## config.mk

```make
export PLATFORM = sky130hd
export DESIGN_NAME = mem_axi_master_flat
export DESIGN_NICKNAME = d
export VERILOG_FILES = /design/src/rtl/mem_axi_master_if.sv /design/src/rtl/mem_axi_master.sv /design/src/flat_wrapper.sv
export SDC_FILE = /design/constraint.sdc
export NUM_CORES = 1
export LEC_CHECK = 0
export BUFFER_PORTS_ARGS = -buffer_cell sky130_fd_sc_hd__buf_2
export CORE_AREA = 5 5 131 133
export CTS_BUF_LIST = sky130_fd_sc_hd__clkbuf_2 sky130_fd_sc_hd__clkbuf_4 sky130_fd_sc_hd__clkbuf_8
export DETAILED_ROUTE_END_ITERATION = 6
export DIE_AREA = 0 0 136 138
export PLACE_DENSITY = 0.66
export SLEW_MARGIN = 20
export SYNTH_ARGS = -nofsm -noshare
export SYNTH_HDL_FRONTEND = slang
export SYNTH_SLANG_ARGS = --single-unit
```

## constraint.sdc

```tcl
create_clock -name clk -period 1.86 [get_ports clk]
set_input_delay 0.186 -clock clk [delete_from_list [all_inputs] [get_ports clk]]
set_output_delay 0.186 -clock clk [all_outputs]
set_load 0.005 [all_outputs]
```

## src/rtl/mem_axi_master_if.sv

```systemverilog
// AXI4 bus bundle shared by the memory-to-AXI bridge and its slave side.
// Master drives AW/W/AR and the B/R readies; Slave drives the rest.
interface AXI_BUS #(
  parameter int unsigned AXI_ADDR_WIDTH = 32,
  parameter int unsigned AXI_DATA_WIDTH = 32,
  parameter int unsigned AXI_ID_WIDTH   = 6,
  parameter int unsigned AXI_USER_WIDTH = 1
);
  localparam int unsigned STRB_WIDTH = AXI_DATA_WIDTH / 8;

  logic [AXI_ID_WIDTH-1:0]   aw_id;
  logic [AXI_ADDR_WIDTH-1:0] aw_addr;
  logic [7:0]                aw_len;
  logic [2:0]                aw_size;
  logic [1:0]                aw_burst;
  logic                      aw_lock;
  logic [3:0]                aw_cache;
  logic [2:0]                aw_prot;
  logic [3:0]                aw_region;
  logic [3:0]                aw_qos;
  logic [AXI_USER_WIDTH-1:0] aw_user;
  logic                      aw_valid;
  logic                      aw_ready;

  logic [AXI_DATA_WIDTH-1:0] w_data;
  logic [STRB_WIDTH-1:0]     w_strb;
  logic                      w_last;
  logic [AXI_USER_WIDTH-1:0] w_user;
  logic                      w_valid;
  logic                      w_ready;

  logic [AXI_ID_WIDTH-1:0]   b_id;
  logic [1:0]                b_resp;
  logic [AXI_USER_WIDTH-1:0] b_user;
  logic                      b_valid;
  logic                      b_ready;

  logic [AXI_ID_WIDTH-1:0]   ar_id;
  logic [AXI_ADDR_WIDTH-1:0] ar_addr;
  logic [7:0]                ar_len;
  logic [2:0]                ar_size;
  logic [1:0]                ar_burst;
  logic                      ar_lock;
  logic [3:0]                ar_cache;
  logic [2:0]                ar_prot;
  logic [3:0]                ar_region;
  logic [3:0]                ar_qos;
  logic [AXI_USER_WIDTH-1:0] ar_user;
  logic                      ar_valid;
  logic                      ar_ready;

  logic [AXI_ID_WIDTH-1:0]   r_id;
  logic [AXI_DATA_WIDTH-1:0] r_data;
  logic [1:0]                r_resp;
  logic                      r_last;
  logic [AXI_USER_WIDTH-1:0] r_user;
  logic                      r_valid;
  logic                      r_ready;

  modport Master (
    output aw_id, aw_addr, aw_len, aw_size, aw_burst, aw_lock, aw_cache,
           aw_prot, aw_region, aw_qos, aw_user, aw_valid,
    input  aw_ready,
    output w_data, w_strb, w_last, w_user, w_valid,
    input  w_ready,
    input  b_id, b_resp, b_user, b_valid,
    output b_ready,
    output ar_id, ar_addr, ar_len, ar_size, ar_burst, ar_lock, ar_cache,
           ar_prot, ar_region, ar_qos, ar_user, ar_valid,
    input  ar_ready,
    input  r_id, r_data, r_resp, r_last, r_user, r_valid,
    output r_ready
  );

  modport Slave (
    input  aw_id, aw_addr, aw_len, aw_size, aw_burst, aw_lock, aw_cache,
           aw_prot, aw_region, aw_qos, aw_user, aw_valid,
    output aw_ready,
    input  w_data, w_strb, w_last, w_user, w_valid,
    output w_ready,
    output b_id, b_resp, b_user, b_valid,
    input  b_ready,
    input  ar_id, ar_addr, ar_len, ar_size, ar_burst, ar_lock, ar_cache,
           ar_prot, ar_region, ar_qos, ar_user, ar_valid,
    output ar_ready,
    output r_id, r_data, r_resp, r_last, r_user, r_valid,
    input  r_ready
  );
endinterface

```

## src/rtl/mem_axi_master.sv

```systemverilog
// Core memory request port to single-beat AXI4 master bridge.
// One transaction in flight; completion is a one-cycle rvalid_o pulse.
module mem_axi_master #(
    parameter int unsigned AXI_ADDR_WIDTH = 32,
    parameter int unsigned AXI_DATA_WIDTH = 32,
    parameter int unsigned AXI_ID_WIDTH   = 6,
    parameter int unsigned AXI_USER_WIDTH = 1
) (
    input  logic                        clk,
    input  logic                        rst,
    input  logic                        req_i,
    output logic                        gnt_o,
    input  logic [AXI_ADDR_WIDTH-1:0]   addr_i,
    input  logic                        we_i,
    input  logic [AXI_DATA_WIDTH/8-1:0] be_i,
    input  logic [AXI_DATA_WIDTH-1:0]   wdata_i,
    output logic                        rvalid_o,
    output logic [AXI_DATA_WIDTH-1:0]   rdata_o,
    output logic                        err_o,
    AXI_BUS.Master                      master
);

    localparam int unsigned STRB_WIDTH = AXI_DATA_WIDTH / 8;

    typedef enum logic [2:0] {
        IDLE,
        WRITE,
        WAIT_B,
        READ,
        WAIT_R
    } state_e;

    state_e state_q, state_d;

    logic [AXI_ADDR_WIDTH-1:0] addr_q;
    logic                      we_q;
    logic [STRB_WIDTH-1:0]     be_q;
    logic [AXI_DATA_WIDTH-1:0] wdata_q;

    logic aw_pend_q, w_pend_q, ar_pend_q;
    logic gnt, b_ready, r_ready;
    logic aw_fin, w_fin, b_hs, r_hs;

    // A channel counts as finished if its handshake already happened or happens now.
    assign aw_fin = !aw_pend_q || master.aw_ready;
    assign w_fin  = !w_pend_q  || master.w_ready;
    assign b_hs   = b_ready && master.b_valid;
    assign r_hs   = r_ready && master.r_valid;

    always_comb begin
        state_d = state_q;
        gnt     = 1'b0;
        b_ready = 1'b0;
        r_ready = 1'b0;
        case (state_q)
            IDLE: begin
                // Gated by rst so no grant is reported while the state register is being cleared.
                if (req_i && !rst) begin
                    gnt     = 1'b1;
                    state_d = we_i ? WRITE : READ;
                end
            end
            WRITE: begin
                if (aw_fin && w_fin) state_d = WAIT_B;
            end
            WAIT_B: begin
                b_ready = 1'b1;
                if (master.b_valid) state_d = IDLE;
            end
            READ: begin
                if (master.ar_ready) state_d = WAIT_R;
            end
            WAIT_R: begin
                r_ready = 1'b1;
                if (master.r_valid) state_d = IDLE;
            end
            default: state_d = IDLE;
        endcase
    end

    always_ff @(posedge clk) begin
        if (rst) state_q <= IDLE;
        else     state_q <= state_d;
    end

    always_ff @(posedge clk) begin
        if (rst) begin
            aw_pend_q <= 1'b0;
            w_pend_q  <= 1'b0;
            ar_pend_q <= 1'b0;
        end else if (gnt) begin
            aw_pend_q <= we_i;
            w_pend_q  <= we_i;
            ar_pend_q <= !we_i;
        end else begin
            if (aw_pend_q && master.aw_ready) aw_pend_q <= 1'b0;
            if (w_pend_q  && master.w_ready)  w_pend_q  <= 1'b0;
            if (ar_pend_q && master.ar_ready) ar_pend_q <= 1'b0;
        end
    end

    always_ff @(posedge clk) begin
        if (rst) begin
            addr_q  <= '0;
            we_q    <= 1'b0;
            be_q    <= '0;
            wdata_q <= '0;
        end else if (gnt) begin
            addr_q  <= {addr_i[AXI_ADDR_WIDTH-1:2], 2'b00};
            we_q    <= we_i;
            be_q    <= be_i;
            wdata_q <= wdata_i;
        end
    end

    always_ff @(posedge clk) begin
        if (rst) begin
            rvalid_o <= 1'b0;
            err_o    <= 1'b0;
            rdata_o  <= '0;
        end else begin
            rvalid_o <= b_hs || r_hs;
            if (b_hs) err_o <= master.b_resp[1];
            if (r_hs) begin
                err_o   <= master.r_resp[1];
                rdata_o <= master.r_data;
            end
        end
    end

    assign gnt_o = gnt;

    assign master.aw_id     = '0;
    assign master.aw_addr   = addr_q;
    assign master.aw_len    = '0;
    assign master.aw_size   = 3'b010;
    assign master.aw_burst  = 2'b01;
    assign master.aw_lock   = 1'b0;
    assign master.aw_cache  = '0;
    assign master.aw_prot   = '0;
    assign master.aw_region = '0;
    assign master.aw_qos    = '0;
    assign master.aw_user   = '0;
    assign master.aw_valid  = aw_pend_q;

    assign master.w_data    = wdata_q;
    assign master.w_strb    = be_q;
    assign master.w_last    = 1'b1;
    assign master.w_user    = '0;
    assign master.w_valid   = w_pend_q;

    assign master.b_ready   = b_ready;

    assign master.ar_id     = '0;
    assign master.ar_addr   = addr_q;
    assign master.ar_len    = '0;
    assign master.ar_size   = 3'b010;
    assign master.ar_burst  = 2'b01;
    assign master.ar_lock   = 1'b0;
    assign master.ar_cache  = '0;
    assign master.ar_prot   = '0;
    assign master.ar_region = '0;
    assign master.ar_qos    = '0;
    assign master.ar_user   = '0;
    assign master.ar_valid  = ar_pend_q;

    assign master.r_ready   = r_ready;

    logic unused_sigs;
    assign unused_sigs = ^{we_q, master.b_id, master.b_user, master.b_resp[0],
                           master.r_id, master.r_user, master.r_last, master.r_resp[0]};

endmodule
```

## src/flat_wrapper.sv

```systemverilog
// flat-port wrapper written by rule: the top's interface ports become plain ports
module mem_axi_master_flat 
#(
    parameter int unsigned AXI_ADDR_WIDTH = 32,
    parameter int unsigned AXI_DATA_WIDTH = 32,
    parameter int unsigned AXI_ID_WIDTH   = 6,
    parameter int unsigned AXI_USER_WIDTH = 1
)
  (clk, rst, req_i, gnt_o, addr_i, we_i, be_i, wdata_i, rvalid_o, rdata_o, err_o, master_aw_id, master_aw_addr, master_aw_len, master_aw_size, master_aw_burst, master_aw_lock, master_aw_cache, master_aw_prot, master_aw_region, master_aw_qos, master_aw_user, master_aw_valid, master_aw_ready, master_w_data, master_w_strb, master_w_last, master_w_user, master_w_valid, master_w_ready, master_b_id, master_b_resp, master_b_user, master_b_valid, master_b_ready, master_ar_id, master_ar_addr, master_ar_len, master_ar_size, master_ar_burst, master_ar_lock, master_ar_cache, master_ar_prot, master_ar_region, master_ar_qos, master_ar_user, master_ar_valid, master_ar_ready, master_r_id, master_r_data, master_r_resp, master_r_last, master_r_user, master_r_valid, master_r_ready);
  AXI_BUS #(.AXI_ADDR_WIDTH(AXI_ADDR_WIDTH), .AXI_DATA_WIDTH(AXI_DATA_WIDTH), .AXI_ID_WIDTH(AXI_ID_WIDTH), .AXI_USER_WIDTH(AXI_USER_WIDTH)) master_i ();
  input  logic clk;
  input  logic rst;
  input  logic req_i;
  output logic gnt_o;
  input  logic [AXI_ADDR_WIDTH-1:0] addr_i;
  input  logic we_i;
  input  logic [AXI_DATA_WIDTH/8-1:0] be_i;
  input  logic [AXI_DATA_WIDTH-1:0] wdata_i;
  output logic rvalid_o;
  output logic [AXI_DATA_WIDTH-1:0] rdata_o;
  output logic err_o;
  output wire logic [$bits(master_i.aw_id)-1:0] master_aw_id;
  output wire logic [$bits(master_i.aw_addr)-1:0] master_aw_addr;
  output wire logic [$bits(master_i.aw_len)-1:0] master_aw_len;
  output wire logic [$bits(master_i.aw_size)-1:0] master_aw_size;
  output wire logic [$bits(master_i.aw_burst)-1:0] master_aw_burst;
  output wire logic [$bits(master_i.aw_lock)-1:0] master_aw_lock;
  output wire logic [$bits(master_i.aw_cache)-1:0] master_aw_cache;
  output wire logic [$bits(master_i.aw_prot)-1:0] master_aw_prot;
  output wire logic [$bits(master_i.aw_region)-1:0] master_aw_region;
  output wire logic [$bits(master_i.aw_qos)-1:0] master_aw_qos;
  output wire logic [$bits(master_i.aw_user)-1:0] master_aw_user;
  output wire logic [$bits(master_i.aw_valid)-1:0] master_aw_valid;
  input wire logic [$bits(master_i.aw_ready)-1:0] master_aw_ready;
  output wire logic [$bits(master_i.w_data)-1:0] master_w_data;
  output wire logic [$bits(master_i.w_strb)-1:0] master_w_strb;
  output wire logic [$bits(master_i.w_last)-1:0] master_w_last;
  output wire logic [$bits(master_i.w_user)-1:0] master_w_user;
  output wire logic [$bits(master_i.w_valid)-1:0] master_w_valid;
  input wire logic [$bits(master_i.w_ready)-1:0] master_w_ready;
  input wire logic [$bits(master_i.b_id)-1:0] master_b_id;
  input wire logic [$bits(master_i.b_resp)-1:0] master_b_resp;
  input wire logic [$bits(master_i.b_user)-1:0] master_b_user;
  input wire logic [$bits(master_i.b_valid)-1:0] master_b_valid;
  output wire logic [$bits(master_i.b_ready)-1:0] master_b_ready;
  output wire logic [$bits(master_i.ar_id)-1:0] master_ar_id;
  output wire logic [$bits(master_i.ar_addr)-1:0] master_ar_addr;
  output wire logic [$bits(master_i.ar_len)-1:0] master_ar_len;
  output wire logic [$bits(master_i.ar_size)-1:0] master_ar_size;
  output wire logic [$bits(master_i.ar_burst)-1:0] master_ar_burst;
  output wire logic [$bits(master_i.ar_lock)-1:0] master_ar_lock;
  output wire logic [$bits(master_i.ar_cache)-1:0] master_ar_cache;
  output wire logic [$bits(master_i.ar_prot)-1:0] master_ar_prot;
  output wire logic [$bits(master_i.ar_region)-1:0] master_ar_region;
  output wire logic [$bits(master_i.ar_qos)-1:0] master_ar_qos;
  output wire logic [$bits(master_i.ar_user)-1:0] master_ar_user;
  output wire logic [$bits(master_i.ar_valid)-1:0] master_ar_valid;
  input wire logic [$bits(master_i.ar_ready)-1:0] master_ar_ready;
  input wire logic [$bits(master_i.r_id)-1:0] master_r_id;
  input wire logic [$bits(master_i.r_data)-1:0] master_r_data;
  input wire logic [$bits(master_i.r_resp)-1:0] master_r_resp;
  input wire logic [$bits(master_i.r_last)-1:0] master_r_last;
  input wire logic [$bits(master_i.r_user)-1:0] master_r_user;
  input wire logic [$bits(master_i.r_valid)-1:0] master_r_valid;
  output wire logic [$bits(master_i.r_ready)-1:0] master_r_ready;
  assign master_aw_id = master_i.aw_id;
  assign master_aw_addr = master_i.aw_addr;
  assign master_aw_len = master_i.aw_len;
  assign master_aw_size = master_i.aw_size;
  assign master_aw_burst = master_i.aw_burst;
  assign master_aw_lock = master_i.aw_lock;
  assign master_aw_cache = master_i.aw_cache;
  assign master_aw_prot = master_i.aw_prot;
  assign master_aw_region = master_i.aw_region;
  assign master_aw_qos = master_i.aw_qos;
  assign master_aw_user = master_i.aw_user;
  assign master_aw_valid = master_i.aw_valid;
  assign master_i.aw_ready = master_aw_ready;
  assign master_w_data = master_i.w_data;
  assign master_w_strb = master_i.w_strb;
  assign master_w_last = master_i.w_last;
  assign master_w_user = master_i.w_user;
  assign master_w_valid = master_i.w_valid;
  assign master_i.w_ready = master_w_ready;
  assign master_i.b_id = master_b_id;
  assign master_i.b_resp = master_b_resp;
  assign master_i.b_user = master_b_user;
  assign master_i.b_valid = master_b_valid;
  assign master_b_ready = master_i.b_ready;
  assign master_ar_id = master_i.ar_id;
  assign master_ar_addr = master_i.ar_addr;
  assign master_ar_len = master_i.ar_len;
  assign master_ar_size = master_i.ar_size;
  assign master_ar_burst = master_i.ar_burst;
  assign master_ar_lock = master_i.ar_lock;
  assign master_ar_cache = master_i.ar_cache;
  assign master_ar_prot = master_i.ar_prot;
  assign master_ar_region = master_i.ar_region;
  assign master_ar_qos = master_i.ar_qos;
  assign master_ar_user = master_i.ar_user;
  assign master_ar_valid = master_i.ar_valid;
  assign master_i.ar_ready = master_ar_ready;
  assign master_i.r_id = master_r_id;
  assign master_i.r_data = master_r_data;
  assign master_i.r_resp = master_r_resp;
  assign master_i.r_last = master_r_last;
  assign master_i.r_user = master_r_user;
  assign master_i.r_valid = master_r_valid;
  assign master_r_ready = master_i.r_ready;
  mem_axi_master #(.AXI_ADDR_WIDTH(AXI_ADDR_WIDTH), .AXI_DATA_WIDTH(AXI_DATA_WIDTH), .AXI_ID_WIDTH(AXI_ID_WIDTH), .AXI_USER_WIDTH(AXI_USER_WIDTH)) u_core (.clk(clk), .rst(rst), .req_i(req_i), .gnt_o(gnt_o), .addr_i(addr_i), .we_i(we_i), .be_i(be_i), .wdata_i(wdata_i), .rvalid_o(rvalid_o), .rdata_o(rdata_o), .err_o(err_o), .master(master_i));
endmodule
```

==> flow_results.xml <==
<?xml version="1.0" encoding="UTF-8"?>
<metrics>
  <group name="synth">
    <metric name="post_synth_mux_area_share" unit="%">0.4384</metric>
    <metric name="yosys.area_share.adder" unit="%">0</metric>
    <metric name="synthesis.instances" unit="">581</metric>
    <metric name="synth.avg_cell_area" unit="um2">7.860</metric>
    <metric name="yosys_register_bits" unit="">106</metric>
    <metric name="main_combinational_cell_family_by_area_after_synthesis" unit="">buffers and inverters</metric>
    <metric name="seq_area_frac_synth" unit="%">46.47</metric>
    <metric name="synthDominantAreaCellType" unit="">sky130_fd_sc_hd__dfxtp_1</metric>
    <metric name="post_synth_instance_area" unit="um2">4567</metric>
    <metric name="synth.top_cell.area_share" unit="%">46.47</metric>
    <metric name="synth_warnings" unit="">0</metric>
    <metric name="compound_gate_fraction_of_synth_area" unit="%">12.19</metric>
    <metric name="xor_xnor_portion_of_the_synthesized_cell_area" unit="%">0</metric>
    <metric name="synthSimpleGateAreaFrac" unit="%">19.40</metric>
    <metric name="yosysUniqueCellTypes" unit="">26</metric>
    <metric name="synth-main-ff-cell" unit="">sky130_fd_sc_hd__dfxtp_1</metric>
    <metric name="synth-edff-count" unit="">0</metric>
    <metric name="yosys-top-cells-area" unit="">sky130_fd_sc_hd__dfxtp_1 46%, sky130_fd_sc_hd__buf_4 18%, sky130_fd_sc_hd__nand2_1 16%</metric>
    <metric name="postSynth.asyncResetShare" unit="%">0</metric>
  </group>
  <group name="die">
    <metric name="placementRows" unit="">46</metric>
    <metric name="fp.dieW" unit="um">136</metric>
    <metric name="die_h" unit="um">138</metric>
    <metric name="floorplan.initialDensity" unit="%">29.07</metric>
    <metric name="die_area" unit="um2">18770</metric>
    <metric name="boundaryPins" unit="">342</metric>
    <metric name="design.core.area" unit="um2">15710</metric>
  </group>
  <group name="global_routing">
    <metric name="via_count_of_the_first_global_routing_pass" unit="">3925</metric>
    <metric name="grt_antenna_before_repair" unit="">0</metric>
    <metric name="grt_use_total" unit="%">12.94</metric>
    <metric name="grt.overflow.total" unit="">0</metric>
    <metric name="grt_start_max_net_pins" unit="">57</metric>
    <metric name="grt_first_pass_wirelength" unit="um">19800</metric>
  </group>
  <group name="clocking">
    <metric name="root_buffer" unit="">sky130_fd_sc_hd__clkbuf_8</metric>
    <metric name="clock_tree.buffer_depth" unit="">2</metric>
    <metric name="cts_num_sinks" unit="">106</metric>
    <metric name="cts_tree" unit="">done</metric>
    <metric name="cts_buffers" unit="">9</metric>
    <metric name="htree_num_levels" unit="">3</metric>
    <metric name="clock_pin_slew_worst_setup_and_hold_paths" unit="ns">0.10</metric>
    <metric name="post_cts_buffers" unit="">0</metric>
    <metric name="clkLatencyLatePin" unit="ns">0.38</metric>
  </group>
  <group name="worst_setup_path">
    <metric name="cp.required" unit="ns">1.67</metric>
    <metric name="worst_setup_path_start" unit="">u_core.state_q[2]$_SDFFE_PP0P_</metric>
    <metric name="path_class" unit="">register to output port</metric>
    <metric name="timing.critical_path.to_type" unit="">output port</metric>
    <metric name="critPathMaxFanout" unit="">7</metric>
    <metric name="critPathLaunchType" unit="">register</metric>
    <metric name="critical_path_arrival" unit="ns">1.52</metric>
    <metric name="critical_register_to_register_path_startpoint" unit="">u_core.state_q[2]$_SDFFE_PP0P_</metric>
  </group>
  <group name="sta">
    <metric name="finalHoldViolCount" unit="">0</metric>
    <metric name="timing.clock.skew" unit="ns">0.01216</metric>
    <metric name="final-max-slew-violation-count" unit="">0</metric>
    <metric name="totalNegativeSetupSlack" unit="ns">0</metric>
    <metric name="max_freq" unit="GHz">0.5853</metric>
    <metric name="period_share" unit="%">91.85</metric>
    <metric name="finalSetupViolations" unit="">0</metric>
    <metric name="rsz0062_at_grt" unit="">false</metric>
    <metric name="layout_min_cycle_time" unit="ns">1.708</metric>
  </group>
  <group name="cells_and_area">
    <metric name="multiInputGateArea" unit="um2">1783</metric>
    <metric name="drive_above_1_share" unit="%">33.82</metric>
    <metric name="layout.core_utilization" unit="%">38.62</metric>
    <metric name="final-seq-area" unit="um2">2122</metric>
    <metric name="final_cell_mix" unit="">243 x sky130_fd_sc_hd__buf_2, 200 x sky130_fd_sc_hd__nand2_1, 106 x sky130_fd_sc_hd__dfxtp_1</metric>
    <metric name="syn2layout_area_growth" unit="%">32.88</metric>
    <metric name="final_common_cell" unit="">sky130_fd_sc_hd__buf_2</metric>
    <metric name="diodes_inserted" unit="">0</metric>
    <metric name="fin_nets" unit="">942</metric>
    <metric name="fillCellCount" unit="">1653</metric>
  </group>
  <group name="placed_design">
    <metric name="placement.io_buffers" unit="">244</metric>
    <metric name="gp_congestion" unit="">0.7350</metric>
    <metric name="detailedPlacementHpwl" unit="um">9375</metric>
  </group>
  <group name="routing">
    <metric name="drt_pre_antenna_iters" unit="">4</metric>
    <metric name="wire_per_inst" unit="um">12.51</metric>
    <metric name="dr_total_vias" unit="">4195</metric>
    <metric name="ant_nets" unit="">0</metric>
    <metric name="detail_route.vias_per_cell" unit="">4.053</metric>
    <metric name="wl" unit="um">12950</metric>
    <metric name="iter_0_drt_violations" unit="">104</metric>
    <metric name="detail_route.drc_violations" unit="">0</metric>
  </group>
  <group name="power">
    <metric name="p_per_area" unit="nW/um2">772.0</metric>
    <metric name="power.static_leakage" unit="nW">2.975</metric>
    <metric name="vdd_drop_max" unit="mV">0.3860</metric>
  </group>
  <group name="run">
    <metric name="max_cap_viol_count" unit="">0</metric>
  </group>
  <group name="status">
    <metric name="outcome" unit="">finished clean</metric>
  </group>
  <group name="hold_path">
    <metric name="worstHoldPathType" unit="">input pin to register</metric>
    <metric name="worst_min_path_start" unit="">addr_i[12]</metric>
  </group>
</metrics>
layer usage:
metal / vias up / part of all wire, % / GRT usage (%)
met5: - / 0 / 0
met4: 0 / 1.7 / 4.509
met3: 15 / 12 / 5.080
met2: 196 / 48 / 22.35
met1: 1858 / 39 / 14.37
li1: 2126 / - / -
through the flow:
| step | hold slack (ns) | std cells | area (um2) | setup slack, ns | total power [mW] |
|---|---|---|---|---|---|
| final | 0.03906 | 1035 | 6068 | 0.1516 | 4.685 |
| after global routing | 0.006907 | 1035 | 6068 | 0.06790 | 4.994 |
| after floorplan | 0.3220 | 657 | 4852 | 0.3111 | 3.076 |
| after CTS | 0.00003433 | 1035 | 6068 | 0.1030 | 4.781 |
| after global placement | 0.4267 | 986 | 5547 | 0.2107 | 3.288 |
| after detailed placement | 0.4308 | 986 | 5547 | 0.1966 | 3.301 |
logic make-up after synthesis:
logic type,Yosys count
AND/OR/NAND/NOR,218
AO/OA/AOI/OAI,108
buffers and inverters,145
flip-flops,106
other,2
multiplexers,2
cell type report:
class                      count  share of cell area, %
timing repair buffer         290                  28.04
clock inverter                 5                 0.7010
clock buffer                  11                  2.392
multi-input combinational    406                  29.38
sequential                   106                  34.97
tap                          216                  4.454
inverter                       1                0.06186
report_power, final:
| part | leakage (nW) | internal [mW] | switching [mW] |
|---|---|---|---|
| Sequential | 0.865 | 2.40 | 0.0687 |
| Clock | 0.0948 | 0.559 | 0.826 |
| Combinational | 2.02 | 0.386 | 0.449 |
state kept, by name (all words and copies together) (netlist names):
name                    count
u_core.rdata_o             32
u_core.master.ar_valid      1
u_core.rvalid_o             1
u_core.master.w_data       32
u_core.master.w_valid       1
u_core.master.w_strb        4
u_core.state_q              3
u_core.err_o                1
u_core.master.ar_addr      30
u_core.master.aw_valid      1
critical path, cell delays in order, from the launching register on:
cell	delay, ns
sky130_fd_sc_hd__dfxtp_1	0.33
sky130_fd_sc_hd__or4b_4	0.60
sky130_fd_sc_hd__nor2_1	0.11
sky130_fd_sc_hd__buf_2	0.12
Yosys cell counts (2+ instances only):
| cell | count |
|---|---|
| sky130_fd_sc_hd__nor2_1 | 4 |
| sky130_fd_sc_hd__nor3b_1 | 2 |
| sky130_fd_sc_hd__nand2_1 | 200 |
| sky130_fd_sc_hd__mux2i_1 | 2 |
| sky130_fd_sc_hd__buf_2 | 14 |
| sky130_fd_sc_hd__buf_4 | 110 |
| sky130_fd_sc_hd__conb_1 | 2 |
| sky130_fd_sc_hd__clkbuf_1 | 20 |
| sky130_fd_sc_hd__a211oi_1 | 2 |
| sky130_fd_sc_hd__dfxtp_1 | 106 |
| sky130_fd_sc_hd__nor2b_1 | 3 |
| sky130_fd_sc_hd__a21oi_1 | 102 |
worst paths after layout:
kind                                            endpoint  slack, ns  depth (start not counted)
setup / recovery                                   gnt_o       0.15                          3
setup reg to reg   u_core.master.w_data[31]$_SDFFE_PP0P_       0.33                          5
hold / removal    u_core.master.ar_addr[12]$_SDFFE_PP0P_       0.04                          3
hold reg to reg          u_core.rdata_o[19]$_SDFFE_PP0P_       0.45                          2
repair_timing:
item | CTS | global route
hold buffers | 33 | 0
endpoints found under the hold margin | 33 | 0
setup endpoints to repair | 1 | 0
gates resized for setup | 1 | 0
No activity file was read; power rests on OpenSTA's default activity.
